**src/rtl/sy_tl_demux.sv**
```systemverilog
// sy_tl_demux: single-upstream, multi-downstream TileLink request router.
//
// Decodes each upstream A-channel request by address and forwards it to exactly
// one downstream slave (lowest matching index wins). D responses come back
// from the slave that owns the outstanding transactions. Only one target may
// have requests in flight at a time, so responses return in order without a
// reorder buffer.
//
// Optional feature (compile-time macro SY_TL_DEMUX_ERR_SLAVE_EN):
//   defined     - unmapped requests go to an internal error slave (index NSLV)
//                 that answers one cycle later with AccessAckData, denied=1,
//                 data=0, one request at a time.
//   not defined - unmapped requests route to slave 0.
//
// Ports:
//   clk_i, rst_ni        clock, asynchronous active-low reset
//   up_a_*               upstream A channel (valid/ready, opcode, address, data)
//   up_d_*               upstream D channel (valid/ready, opcode, denied, data)
//   up_b_valid_o         upstream B channel valid, tied low
//   dn_a_valid_o/ready_i per-slave A handshake; dn_a_opcode/address/data broadcast
//   dn_d_*               per-slave D channel (valid/ready, opcode, denied, data)
module sy_tl_demux #(
  parameter int unsigned NSLV       = 2,
  parameter int unsigned ADDR_WIDTH = 64,
  parameter int unsigned DATA_WIDTH = 64,
  parameter int unsigned MAX_OUT    = 4,
  parameter logic [ADDR_WIDTH-1:0] SLV_BASE [NSLV] = '{64'h0000_0000_0001_0000,
                                                       64'h0000_0000_0200_0000},
  parameter logic [ADDR_WIDTH-1:0] SLV_MASK [NSLV] = '{64'hFFFF_FFFF_FFFF_0000,
                                                       64'hFFFF_FFFF_FFF0_0000}
) (
  input  logic                             clk_i,
  input  logic                             rst_ni,
  // Upstream
  input  logic                             up_a_valid_i,
  output logic                             up_a_ready_o,
  input  logic [2:0]                       up_a_opcode_i,
  input  logic [ADDR_WIDTH-1:0]            up_a_address_i,
  input  logic [DATA_WIDTH-1:0]            up_a_data_i,
  output logic                             up_d_valid_o,
  input  logic                             up_d_ready_i,
  output logic [2:0]                       up_d_opcode_o,
  output logic                             up_d_denied_o,
  output logic [DATA_WIDTH-1:0]            up_d_data_o,
  output logic                             up_b_valid_o,
  // Downstream
  output logic [NSLV-1:0]                  dn_a_valid_o,
  input  logic [NSLV-1:0]                  dn_a_ready_i,
  output logic [2:0]                       dn_a_opcode_o,
  output logic [ADDR_WIDTH-1:0]            dn_a_address_o,
  output logic [DATA_WIDTH-1:0]            dn_a_data_o,
  input  logic [NSLV-1:0]                  dn_d_valid_i,
  output logic [NSLV-1:0]                  dn_d_ready_o,
  input  logic [NSLV-1:0][2:0]             dn_d_opcode_i,
  input  logic [NSLV-1:0]                  dn_d_denied_i,
  input  logic [NSLV-1:0][DATA_WIDTH-1:0]  dn_d_data_i
);

`ifdef SY_TL_DEMUX_ERR_SLAVE_EN
  localparam int unsigned NTGT = NSLV + 1;
`else
  localparam int unsigned NTGT = NSLV;
`endif
  localparam int unsigned SelW = (NTGT > 1) ? $clog2(NTGT) : 1;
  localparam int unsigned CntW = $clog2(MAX_OUT + 1);

  logic [CntW-1:0] cnt_q, cnt_d;
  logic [SelW-1:0] cur_sel_q, cur_sel_d;
  logic [SelW-1:0] tgt;
  logic            tgt_ready;
  logic            stall;
  logic            src_d_valid;
  logic            a_hs, d_hs;

`ifdef SY_TL_DEMUX_ERR_SLAVE_EN
  localparam logic [SelW-1:0] ErrSel        = SelW'(NSLV);
  localparam logic [2:0]      AccessAckData = 3'd1;

  logic err_pend_q, err_pend_d;
  logic err_ready;

  // One error transaction at a time: free only when idle or its response is gone.
  assign err_ready = (cnt_q == '0) | ((cur_sel_q == ErrSel) & ~err_pend_q);
`endif

  // Address decode; scanning downwards lets the lowest index win on overlap.
  always_comb begin
`ifdef SY_TL_DEMUX_ERR_SLAVE_EN
    tgt = ErrSel;
`else
    tgt = '0;
`endif
    for (int i = int'(NSLV) - 1; i >= 0; i--) begin
      if ((up_a_address_i & SLV_MASK[i]) == SLV_BASE[i]) begin
        tgt = SelW'(i);
      end
    end
  end

  // Hold new requests while full, or while another target still owes responses.
  assign stall = (cnt_q == CntW'(MAX_OUT)) | ((cnt_q != '0) & (tgt != cur_sel_q));

  // A path: purely combinational routing, address/data broadcast.
  always_comb begin
    tgt_ready = 1'b0;
`ifdef SY_TL_DEMUX_ERR_SLAVE_EN
    if (tgt == ErrSel) begin
      tgt_ready = err_ready;
    end
`endif
    for (int i = 0; i < int'(NSLV); i++) begin
      if (tgt == SelW'(i)) begin
        tgt_ready = dn_a_ready_i[i];
      end
    end
    up_a_ready_o = rst_ni & tgt_ready & ~stall;
    for (int i = 0; i < int'(NSLV); i++) begin
      dn_a_valid_o[i] = rst_ni & up_a_valid_i & ~stall & (tgt == SelW'(i));
    end
  end

  assign dn_a_opcode_o  = up_a_opcode_i;
  assign dn_a_address_o = up_a_address_i;
  assign dn_a_data_o    = up_a_data_i;

  // D path: mux from the current owner; valid gated by the outstanding count so
  // stale responses after reset never reach upstream.
  always_comb begin
    src_d_valid   = 1'b0;
    up_d_opcode_o = '0;
    up_d_denied_o = 1'b0;
    up_d_data_o   = '0;
`ifdef SY_TL_DEMUX_ERR_SLAVE_EN
    if (cur_sel_q == ErrSel) begin
      src_d_valid   = err_pend_q;
      up_d_opcode_o = AccessAckData;
      up_d_denied_o = 1'b1;
      up_d_data_o   = '0;
    end
`endif
    for (int i = 0; i < int'(NSLV); i++) begin
      dn_d_ready_o[i] = up_d_ready_i & (cur_sel_q == SelW'(i));
      if (cur_sel_q == SelW'(i)) begin
        src_d_valid   = dn_d_valid_i[i];
        up_d_opcode_o = dn_d_opcode_i[i];
        up_d_denied_o = dn_d_denied_i[i];
        up_d_data_o   = dn_d_data_i[i];
      end
    end
    up_d_valid_o = rst_ni & (cnt_q != '0) & src_d_valid;
  end

  assign up_b_valid_o = 1'b0;

  assign a_hs = up_a_valid_i & up_a_ready_o;
  assign d_hs = up_d_valid_o & up_d_ready_i;

  always_comb begin
    cnt_d = cnt_q;
    if (a_hs & ~d_hs) begin
      cnt_d = cnt_q + 1'b1;
    end else if (~a_hs & d_hs) begin
      cnt_d = cnt_q - 1'b1;
    end
    cur_sel_d = a_hs ? tgt : cur_sel_q;
  end

  always_ff @(posedge clk_i or negedge rst_ni) begin
    if (!rst_ni) begin
      cnt_q     <= '0;
      cur_sel_q <= '0;
    end else begin
      cnt_q     <= cnt_d;
      cur_sel_q <= cur_sel_d;
    end
  end

`ifdef SY_TL_DEMUX_ERR_SLAVE_EN
  always_comb begin
    err_pend_d = err_pend_q;
    if (d_hs & (cur_sel_q == ErrSel)) begin
      err_pend_d = 1'b0;
    end
    if (a_hs & (tgt == ErrSel)) begin
      err_pend_d = 1'b1;
    end
  end

  always_ff @(posedge clk_i or negedge rst_ni) begin
    if (!rst_ni) begin
      err_pend_q <= 1'b0;
    end else begin
      err_pend_q <= err_pend_d;
    end
  end
`endif

endmodule

```
**config.mk**
```make
export PLATFORM = sky130hd
export DESIGN_NAME = sy_tl_demux
export DESIGN_NICKNAME = d
export VERILOG_FILES = /design/src/rtl/sy_tl_demux.sv
export SDC_FILE = /design/constraint.sdc
export NUM_CORES = 1
export LEC_CHECK = 0
export BUFFER_PORTS_ARGS = -buffer_cell sky130_fd_sc_hd__buf_2
export CORE_AREA = 2 2 186 188
export DETAILED_ROUTE_END_ITERATION = 10
export DIE_AREA = 0 0 188 190
export PLACE_DENSITY = 0.3
export SYNTH_ARGS = -nofsm -noshare
export SYNTH_HDL_FRONTEND = slang
export SYNTH_SLANG_ARGS = --single-unit
```
**constraint.sdc**
```tcl
create_clock -name clk_i -period 2.41 [get_ports clk_i]
set_input_delay 0.482 -clock clk_i [delete_from_list [all_inputs] [get_ports clk_i]]
set_output_delay 0.482 -clock clk_i [all_outputs]
set_load 0.02 [all_outputs]
```
# --- After elaboration in Yosys (flattened, before gate mapping) ---
# Index checks and enable logic that the tools add are counted.
word_totals:
  word_cells: 40
  inputBits: 275
  output_inout_bits: 206
  reg_bits: 4
op_classes:
  n_bitwise: 21
  eq_ne: 4
  addsub: 2
  mux: 9
  n_reduce_logical: 2
ops:
  columns: ["operator", "n"]
  rows:
  - ["$mux 64", 1]
  - ["$eq 48x1->1 const B", 1]
  - ["$eq 44x6->1 const B", 1]
  - ["$and 1x1->1", 15]
  - ["$mux 3", 3]
  - ["$mux 1", 5]
  - ["$not 1->1", 5]
  - ["$add 3x1->3 const B", 1]
  - ["$eq 3x3->1 const B", 1]
  - ["$reduce_bool 3->1", 1]
  - ["$sub 3x1->3 const B", 1]
  - ["$reduce_bool 2->1", 1]
  - ["$ne 1x1->1", 1]
  - ["$or 1x1->1", 1]

# --- Logic depth before layout (Yosys ltp) ---
# Gate-level depths: netlist of the first run.
logic_depth:
  depth_word: 13
  depth_mapped: 11
  mapped_depth_nobuf: 10

# --- Worst setup path after synthesis of the first run ---
# OpenSTA, ideal clock, no wires.
synth_path:
  kind: "input port to flip-flop"
  startpoint: "in rst_ni"
  endpoint: "reg cnt_q[1]"
  n_path_buf: 1
  t_arrival_ns: 2.363
  setup_ns: 0.125
  required_ns: 2.285
  path_stages: 7
  path_slack_ns: -0.078
  cell_sequence: "clkbuf_1 nor3b_1 nand2_1 ha_1 inv_1 fa_1 mux2_2"
synth_between:
  elab_chain_cells: 6
  elab_cells_between_ends: 12
  classes_between: "mux (1); bitwise (10); reduce/logical (1)"
synth_rtl:
  columns: ["element", "line", "text"]
  rows:
  - ["start: declaration", "33", "input logic rst_ni,"]
  - ["$and 1x1->1 (2 in series)", "150", "up_d_valid_o = rst_ni & (cnt_q != '0) & src_d_valid;"]
  - ["via up_d_valid_o", "40", "output logic up_d_valid_o,"]
  - ["$and 1x1->1", "156", "assign d_hs = up_d_valid_o & up_d_ready_i;"]
  - ["$not 1->1", "160", "if (a_hs & ~d_hs) begin"]
  - ["$and 1x1->1", "160", null]
  - ["$mux 3", "160", null]
  - ["via cnt_d[1]", "67", "logic [CntW-1:0] cnt_q, cnt_d;"]
  - ["end signal: assignment", "173", "cnt_q <= cnt_d;"]
  - ["end: declaration", "67", null]
# The timed path passes the listed nets, and every way through them passes these cells.
# A chain may end at the register's enable or synchronous reset.

# --- Final worst setup path of the first run ---
layout_path:
  startpoint: "in up_a_address_i[46]"
  endpoint: "reg cnt_q[2]"
layout_between:
  elab_chain_cells: 12
  elab_cells_between_ends: 17
  classes_between: "eq/ne (3); mux (4); bitwise (9); reduce/logical (1)"
layout_rtl:
  columns: ["element", "line", "text"]
  rows:
  - ["start: declaration", "38", "input logic [ADDR_WIDTH-1:0] up_a_address_i,"]
  - ["$eq 44x6->1", "94", "if ((up_a_address_i & SLV_MASK[i]) == SLV_BASE[i]) begin"]
  - ["$mux 1", "94", null]
  - ["$mux 1 (*)", "94", null]
  - ["$ne 1x1->1", "101", "assign stall = (cnt_q == CntW'(MAX_OUT)) | ((cnt_q != '0) & (tgt != cur_sel_q));"]
  - ["$and 1x1->1", "101", null]
  - ["$or 1x1->1", "101", null]
  - ["$not 1->1", "116", "up_a_ready_o = rst_ni & tgt_ready & ~stall;"]
  - ["$and 1x1->1 (*)", "116", null]
  - ["$and 1x1->1 (*)", "155", "assign a_hs = up_a_valid_i & up_a_ready_o;"]
  - ["via a_hs", "73", "logic a_hs, d_hs;"]
  - ["$not 1->1", "162", "end else if (~a_hs & d_hs) begin"]
  - ["$and 1x1->1", "162", null]
  - ["$reduce_bool 2->1 (no source line)", null, null]
# Mark *: on every way through the listed nets, which the timed path passes. The rest lies on a longest branch.

==> results.cfg, run 1 <==
[final_layout]
syn2layout_area_growth_pct = 66.3
drive_above_1_share_pct = 92.3
layout.cells.non_filler = 909
nFillCells = 3927
design_area_mm2 = 0.00377
antenna_cells = 0
nets = 732

[clock_tree]
ctsHtreeMaxLevel = 1
clock_latency_ns = 0.23
cts_root_buf = clkbuf_16
clockBufferDepth = 2
cts_tree = yes
cts_inserted_buffers = 3
clkSlewWorstSetupHoldPaths_ns = 0.03
cts.sinks = 4
postCtsHoldBufs = 0

[timing]
slew_headroom_pct = 62.2
skew_ns = 0.00348
finalSetupTns_ns = 0
finalSetupViolCount = 0
final.period_utilization_pct = 99.9
finalHoldViolations = 0
tightestPinTransition_ns = 0.567
fmax_mhz = 415
drv_slew = 0
period_needed_ns = 2.41
rsz0062_at_grt = true

[synth]
yosys.area_share.adder_pct = 1.44
ys_types = 26
syn_nets = 537
synth-xor-area-share_pct = 1.16
yosysSeqAreaShare_pct = 4.42
netlist_area_mm2 = 0.00227
synthTopCellsByArea = buf_4 (44%), mux2_2 (34%), dfrtp_1 (4.4%)
synth_mux_area_share_pct = 36.5
synthCells = 260
syn_area_per_cell_um2 = 8.72
ys_warn_count = 0
yosys.area_share.simple_pct = 9.94
yosysTopAreaCellShare_pct = 43.7
synth_top_family_by_area = buffers and inverters
yosysTopAreaCell = buf_4
synth_compound_area_share_pct = 0.442
ys_seq_elements = 4

[pwr]
leakagePower_nw = 1.80
p_comb_share_pct = 64.6
seq_power_share_pct = 11.2
p_int_w = 0.000678
powerDensity_mw_per_mm2 = 294
p_switching_w = 0.000431
ir_drop_uv = 173
power.share.clock_pct = 24.2
switching_share_pct = 38.8

[global_route]
grt_pass1_wl_um = 13100
antenna_found_initial = 1
grt_max_degree = 47
grt_pass1_vias = 2340
grt_overflow_total = 0
grt_usage_pct = 5.03

[detailed_routing]
drt-initial-drc-count = 45
routedWlPerCell_um = 10.5
num_vias = 2465
via_per_inst = 2.71
drc = 0
dr.pass1.iters = 2
routed_wl_um = 9590
antenna_left = 0

[floorplanning]
start_util_pct = 6.67
rows = 68
die-area_mm2 = 0.0357
io_pins = 481
die_h_um = 190
core-area_mm2 = 0.0339
dieWidth_um = 188

[placement]
place_area_mm2 = 0.00358
numPortBuffers = 305
hpwl_um = 8780
place.gp.congestion = 0.700
dp.cells = 904

[worst_hold_path]
min_path_type = in2async

[worst_setup_path]
worstSetupEndpointType = flip-flop
critical_path_required_ns = 2.56
crit_type = in2reg
crit_path_start_kind = input pin
critPathMaxFanout = 2
arrival_ns = 2.56

[run_status]
status = finished, final reports clean

[job]
drv_cap = 0
[metrics by stage]
stage	setup WS (ns)	utilization [%]	hold WS, ns	total power (W)
2_1_floorplan	-0.0240	-	0.186	0.000706
3_3_place_gp	-0.345	10.5	0.514	0.000826
3_5_place_dp	-0.367	10.5	0.516	0.000823
4_1_cts	-0.0512	11.0	0.305	0.00112
5_1_grt	-0.163	11.1	0.322	0.00119
6_report	0.00176	11.1	0.272	0.00111
[Yosys cell counts]
cell type and count:
and2_1 1, and4_1 1, buf_2 7, buf_4 132, clkbuf_1 2, conb_1 1, dfrtp_1 4, fa_1 1
ha_1 1, inv_1 2, mux2_2 69, mux2i_1 5, nand2_1 1, nand3_1 4, nand4_1 6, nor2_1 3
nor2b_1 1, nor3_1 1, nor3_4 1, nor3b_1 1, nor4_1 7, nor4_2 4, nor4b_1 1, o22a_2 1
xnor2_1 1, xor2_1 2
[worst max-delay path, stage by stage]
cell,delay (ns)
buf_8,0.10
nor4_4,0.27
nand4_1,0.14
buf_4,0.17
nor3_4,0.20
mux2i_1,0.22
ha_2,0.21
inv_2,0.04
fa_2,0.32
xor2_1,0.14
nor2_1,0.11
xor2_1,0.15
[cell type report]
cell class | instances | area (µm²) | area share (%)
timing repair buffer | 331 | 1800 | 47.6
clock buffer | 4 | 78.8 | 2.09
tap | 455 | 569 | 15.1
sequential | 4 | 104 | 2.76
multi-input combinational | 113 | 1210 | 32.2
inverter | 2 | 7.51 | 0.199
[path summary, 6_finish.rpt]
path / startpoint / to / slack [ns] / cells past startpoint
max: up_a_address_i[46] / cnt_q[2] / 0.002 / 12
min: rst_ni / cur_sel_q / 0.27 / 2
max reg2reg: cnt_q[1] / cnt_q[2] / 0.16 / 10
min reg2reg: cnt_q[2] / cnt_q[2] / 0.52 / 1
max in group asynchronous: rst_ni / cur_sel_q / 2.00 / 2
min in group clk_i: cnt_q[2] / cnt_q[2] / 0.52 / 1
[state kept, by name (all words and copies together), names as in the netlist]
| register | flops |
|---|---|
| cnt_q | 3 |
| cur_sel_q | 1 |
[kinds of logic (layout without fill, tap and decap cells)]
logic type,after synthesis,count (layout)
AOI/OAI and AO/OA,1,1
xor gates and xnor gates,3,3
adders and majority gates,2,2
buffers and inverters,143,337
DFF,4,4
muxes,74,74
other,1,1
and+or+nand+nor,32,32
[power groups by stage]
stage          Sequential [W]  Combinational, W  Clock [W]
6_report             0.000124          0.000716   0.000268
3_3_place_gp         0.000127          0.000699          0
2_1_floorplan        0.000125          0.000582          0
5_1_grt              0.000132          0.000781   0.000279
3_5_place_dp         0.000127          0.000696          0
4_1_cts              0.000126          0.000721   0.000276
[metal layers]
layer	track usage [%]	share of wire [%]	wire length (µm)
met5	0	0	0
met4	4.82	7.5	719
met3	2.18	12	1170
met2	8.69	49	4730
met1	4.36	31	2970
[what timing repair did]
item,4_1_cts,5_1_grt
resized for setup,10,10
pin swaps,5,4
endpoints found under the setup margin,4,4
setup buffers,1,0
[placed cells by master, fill, tap and decap left out, drive strengths merged]
cell	instances
buf	331
mux2	69
nor4	11
nand4	6
mux2i	5
nand3	4
clkbuf	4
dfrtp	4
nor2	3
xor2	2
inv	2
nor3	2
nor4b	1
nor3b	1
nand2	1
and4	1
nor2b	1
and2	1
o22a	1
xnor2	1
fa	1
ha	1
conb	1
(Power assumes the default switching activity.)
==> inputs of run 2 (changes only) <==
ABC_AREA = 1   (was default)
CORE_AREA = 2 2 185 187   (was 2 2 186 188)
DIE_AREA = 0 0 187 189   (was 0 0 188 190)
==> run 2 against run 1 <==
  * Final area grew 0.30%
  * Die area shrank 1.1%
  * Sequential cell count is the same
  * Global-route usage increased by 1.3 points
  * Critical endpoint is now dn_a_valid_o[1]
  * Largest cell class unchanged
  * Hold slack worse by 0.046 ns
  * Clock skew is 0.0022 ns lower
  * Maximum frequency up 5.5%
  * Via count rose by 29%
  * Utilization grew 0.26 points
==> results.cfg, run 2 <==
[run_status]
status = finished, final reports clean

[final_layout]
reg_top3 = cnt_q: 3 flops, cur_sel_q: 1 flops
layout_commonest_cell = buf_2
antenna_cells = 0
largest_reg_flops = 3
drive_above_1_share_pct = 54.4
layout.cells.non_filler = 1100
nFillCells = 3992
syn2layout_area_growth_pct = 52.7
top_register = cnt_q
final_cell_mix = buf_2 (302), nand2_1 (230), nor2_1 (44)
design_area_mm2 = 0.00378
nets = 930

[worst_setup_path]
slowest_stage = nor2_2
cp-endpoint = dn_a_valid_o[1]
cpMostUsedCell = nand2_1
crit_start = up_a_address_i[54]
crit_path_start_kind = input pin
crit_buf_inv = 4
cp.depth = 14
r2r-end = cnt_q[1]
regToRegSetupSlack_ns = 0.27
crit_path_max_incr_delay_ns = 0.14
crit_chain = buf_2, nor2_1, nand2_1, nor2_2, nand2_2, nor2_2, nand2_1, nand2_1, nand3_2, nand2_4, buf_4, nand3_1, inv_1, buf_4
critPathMaxFanout = 4
cpLargestDelayFamily = simple AND/OR/NAND/NOR gates
critical_path_required_ns = 1.93
r2r_cells = 11
worstSetupEndpointType = primary output
crit_type = in2out
crit-reg2reg-launch = cnt_q[0]
arrival_ns = 1.80

[synth]
netlist_area_mm2 = 0.00248
synthTopCellsByArea = buf_4 (40%), nand2_1 (35%), nor2_1 (7.6%)
syn_area_per_cell_um2 = 5.22
ys_types = 26
synth_most_common_cell = nand2_1
yosysTopAreaCellShare_pct = 40.3
syn_nets = 751
synth-edff-count = 0
synth_ff_type = dfrtp_1
ys_warn_count = 0
ys_async_sr_fraction_pct = 100
yosysSeqAreaShare_pct = 4.04
yosysTopAreaCell = buf_4
synthCells = 474
ys_seq_elements = 4
synth_common_cells = nand2_1 (233), buf_4 (133), nor2_1 (50)

[clock_tree]
clockBufferDepth = 2
cts_inserted_buffers = 3
cts_tree = yes
cts_root_buf = clkbuf_16
postCtsHoldBufs = 0
cts.sinks = 4
ctsHtreeMaxLevel = 1
clkSlewWorstSetupHoldPaths_ns = 0.03
clock_latency_ns = 0.22
cts_resized = 0
post_cts_buffers = 0

[pwr]
leakagePower_nw = 2.19
p_int_w = 0.000624
p_comb_share_pct = 64.2
switching_share_pct = 43.1
p_switching_w = 0.000473
powerDensity_mw_per_mm2 = 290
seq_power_share_pct = 11.2
power.share.clock_pct = 24.6
total_power_w = 0.00110
ir_drop_uv = 266

[floorplanning]
core-area_mm2 = 0.0333
io_pins = 481
dieWidth_um = 187
die-area_mm2 = 0.0353
rows = 67
start_util_pct = 7.44
die_h_um = 189

[detailed_routing]
routedWlPerCell_um = 11.4
via_per_inst = 2.90
routed_wl_um = 12500
antenna_left = 0
drt-initial-drc-count = 80
dr.pass1.iters = 4
drc = 0
num_vias = 3191

[global_route]
grt_usage_pct = 6.34
antenna_found_initial = 0
grt_max_degree = 54
grt_pass1_wl_um = 17400
grt_pass1_vias = 3042
grt_overflow_total = 0

[timing]
finalHoldViolations = 0
skew_ns = 0.00123
rsz0062_at_grt = true
finalSetupTns_ns = 0
fmax_mhz = 438
drv_slew = 0
final.period_utilization_pct = 94.7
layout_setup_ws_ns = 0.128
period_needed_ns = 2.28
slew_headroom_pct = 62.9
finalSetupViolCount = 0
tightestPinTransition_ns = 0.556

[placement]
place_worst_setup_slack_ns = -0.231
numPortBuffers = 305
hpwl_um = 11100
place.gp.congestion = 0.692
dp.cells = 1096
place_area_mm2 = 0.00362

[job]
drv_cap = 0

[worst_hold_path]
min_path_type = in2async
[run 2: changes by cell type after synthesis, moves of 4 or more]
| cell | before | now |
|---|---|---|
| nand2_1 | 1 | 233 |
| mux2_2 | 69 | 0 |
| nor2_1 | 3 | 50 |
| clkbuf_1 | 2 | 10 |
| nor4_1 | 7 | 0 |
| buf_2 | 7 | 1 |
| inv_2 | 0 | 6 |
| mux2i_1 | 5 | 0 |
| nor2_2 | 0 | 4 |
| nor4_2 | 4 | 0 |
[run 2: kinds of logic after synthesis]
group	after synthesis	share of synthesized area, %
compound gates	3	0.606
xor+xnor	2	0.708
fa+ha+maj	2	1.31
buf+inv	159	44.7
flops	4	4.04
mux	1	0.455
other cells	1	0.151
simple gates	302	48.1
[run 2: through the flow]
stage          hold slack (ns)  util [%]
6_report                 0.226      11.4
4_1_cts                  0.231      11.1
3_5_place_dp             0.465      10.9
2_1_floorplan            0.186         -
5_1_grt                  0.236      11.4
3_3_place_gp             0.464      10.9
[run 2: layout make-up]
type | count | area, µm² | area share (%)
multi-input combinational | 311 | 1330 | 35.2
inverter | 12 | 48.8 | 1.29
tap | 448 | 561 | 14.8
sequential | 4 | 101 | 2.68
clock buffer | 4 | 78.8 | 2.09
timing repair buffer | 321 | 1660 | 44.0
[run 2: per-layer routing]
layer  part of all wire (%)  routed length (µm)  track usage, %
met5                      0                   0               0
met4                    4.6                 575            2.90
met3                    9.1                1140            1.89
met2                     49                6160            11.2
met1                     37                4650            6.99
[run 2: how the worst min path moves through the flow]
stage / depth (start not counted) / from / to
floorplan: 0 / rst_ni / cnt_q[0]
global placement: 1 / cnt_q[2] / cnt_q[2]
detailed placement: 2 / rst_ni / cnt_q[0]
CTS: 2 / rst_ni / cnt_q[2]
global route: 2 / rst_ni / cnt_q[2]
finish: 2 / rst_ni / cnt_q[2]
[run 2: power groups by stage]
stage | clock, W | sequential, W | combinational, W
floorplan | 0 | 0.000117 | 0.000598
global placement | 0 | 0.000123 | 0.000683
detailed placement | 0 | 0.000120 | 0.000679
CTS | 0.000274 | 0.000122 | 0.000682
global route | 0.000282 | 0.000127 | 0.000772
finish | 0.000269 | 0.000123 | 0.000704
[run 2: worst register-to-register path: cells and delay by family (launching register included)]
kind | cells | cell delay, ns
buffers and inverters | 3 | 0.22
adders and majority gates | 2 | 0.60
AOI/OAI and AO/OA | 1 | 0.16
muxes | 1 | 0.28
and+or+nand+nor | 4 | 0.34
DFF | 1 | 0.42
==> inputs of run 3 (changes only) <==
REMOVE_ABC_BUFFERS = 1   (was default)
==> run 3 against run 2 <==
  * Sequential share of layout area about the same
  * Register-to-register slack better by 0.04 ns
  * Sequential power hardly changed
  * Maximum frequency fell by 3.4%
  * Hold slack got worse by 0.052 ns
  * Clock skew is 0.0012 ns higher
  * Combinational power rose by 4.3%
  * Via count rose by 5.9%
  * Clock power about the same
  * Wire length increased by 110%
  * Global-route usage is 7.5 points higher
  * Highest routed layer is now met5
==> results.cfg, run 3 (synthesized netlist as in run 2, its figures left out) <==
[run_status]
status = finished, final reports clean

[timing]
final.period_utilization_pct = 98.0
finalSetupViolCount = 0
skew_ns = 0.00244
fmax_mhz = 423
period_needed_ns = 2.36
finalHoldViolations = 0
drv_slew = 0
layout_setup_ws_ns = 0.0485
whs_ns = 0.174
rsz0062_at_grt = true

[pwr]
p_int_w = 0.000644
powerDensity_mw_per_mm2 = 297
power.share.clock_pct = 24.0
p_comb_share_pct = 65.2
switching_share_pct = 42.8
seq_power_share_pct = 10.7
leakagePower_nw = 2.20
p_switching_w = 0.000482
ir_drop_uv = 267

[final_layout]
largest_reg_flops = 3
antenna_cells = 0
final_cell_mix = buf_2 (301), nand2_1 (232), nor2_1 (46)
drive_above_1_share_pct = 54.3
reg_top3 = cnt_q: 3 flops, cur_sel_q: 1 flops
nets = 930
top_register = cnt_q
syn2layout_area_growth_pct = 53.2
layout_commonest_cell = buf_2
layout.cells.non_filler = 1100

[worst_setup_path]
r2r-end = cnt_q[1]
critPathMaxFanout = 4
crit_path_max_incr_delay_ns = 0.26
r2r_cells = 11
slowest_stage = nor2_1
crit_chain = buf_2, nor2_1, nand4_1, nor2_2, nand2_1, nand2_1, nand3_2, nand2_4, buf_4, and3_4, buf_6
arrival_ns = 1.88
cpMostUsedCell = nand2_1
crit-reg2reg-launch = cnt_q[0]
critical_path_required_ns = 1.93
crit_path_start_kind = input pin
worstSetupEndpointType = primary output
regToRegSetupSlack_ns = 0.31
crit_type = in2out

[detailed_routing]
routedWlPerCell_um = 23.5
antenna_left = 0
routed_wl_um = 25800
via_per_inst = 3.07
drc = 0
num_vias = 3379
drt-initial-drc-count = 150
dr.pass1.iters = 4

[global_route]
grt_overflow_total = 0
grt_max_degree = 39
grt_pass1_wl_um = 32600
grt_usage_pct = 13.8
grt_pass1_vias = 3202
antenna_found_initial = 0

[placement]
numPortBuffers = 305
place_worst_setup_slack_ns = -0.307
place.gp.congestion = 0.886
hpwl_um = 23900
dp.cells = 1095

[clock_tree]
cts_tree = yes
cts_root_buf = clkbuf_16
clockBufferDepth = 2
clkSlewWorstSetupHoldPaths_ns = 0.03
clock_latency_ns = 0.23
cts.sinks = 4
postCtsHoldBufs = 0
cts_inserted_buffers = 3
ctsHtreeMaxLevel = 1

[floorplanning]
core-area_mm2 = 0.0333
start_util_pct = 7.44
dieWidth_um = 187
rows = 67
die-area_mm2 = 0.0353
io_pins = 481
die_h_um = 189

[job]
drv_cap = 0

[worst_hold_path]
min_path_type = in2async
==> run 3: cell type report <==
class,count,area [µm²]
repair buffers,321,1680
inverters,12,48.8
well taps,448,561
flip-flops and latches,4,101
clock buffers,4,78.8
multi-input cells,311,1330
fillers,4022,29500
==> run 3: critical path, delay by kind of cell <==
kind	cells	cell delay, ns
buffers and inverters	3	0.35
and+or+nand+nor	8	1.04
==> run 3: per-stage QoR <==
step           cell area (µm²)  total power, W  TNS (ns)  utilization [%]
4_1_cts                   3720         0.00111  -0.00188             11.2
6_report                  3790         0.00113         0             11.4
3_5_place_dp              3620        0.000804    -0.637             10.9
3_3_place_gp              3620        0.000810    -0.671             10.9
5_1_grt                   3790         0.00122    -0.266             11.4
2_1_floorplan             1420        0.000395    -39.52                -
==> run 3: repair_timing <==
action                                  CTS  global route
endpoints found under the setup margin    3             5
pin swaps                                 3             8
setup buffers                             0             1
resized for setup                         8            17
==> run 3: how the worst max path moves through the flow <==
stage                                   from      endpoint  slack (ns)  cells after the start
after floorplan                    cur_sel_q      cnt_q[2]       -1.26                     12
after global placement    up_a_address_i[27]      cnt_q[2]       -0.32                     18
after detailed placement  up_a_address_i[27]      cnt_q[2]       -0.31                     18
after CTS                 up_a_address_i[43]      cnt_q[1]      -0.002                     16
after global routing      up_a_address_i[43]      cnt_q[2]       -0.09                     19
final                     up_a_address_i[29]  up_a_ready_o        0.05                     11
==> run 3: layer usage <==
layer / wire length (µm) / GRT usage [%]
met5: 453 / 9.20
met1: 6130 / 9.13
met4: 221 / 1.16
met3: 7200 / 18.6
met2: 11800 / 22.5
==> run 3: power by group through the flow <==
stage               Combinational [W]  Clock (W)  Sequential, W
detailed placement           0.000683          0       0.000122
floorplan                    0.000278          0       0.000117
global route                 0.000811   0.000279       0.000127
global placement             0.000685          0       0.000125
CTS                          0.000713   0.000273       0.000123
finish                       0.000734   0.000271       0.000121
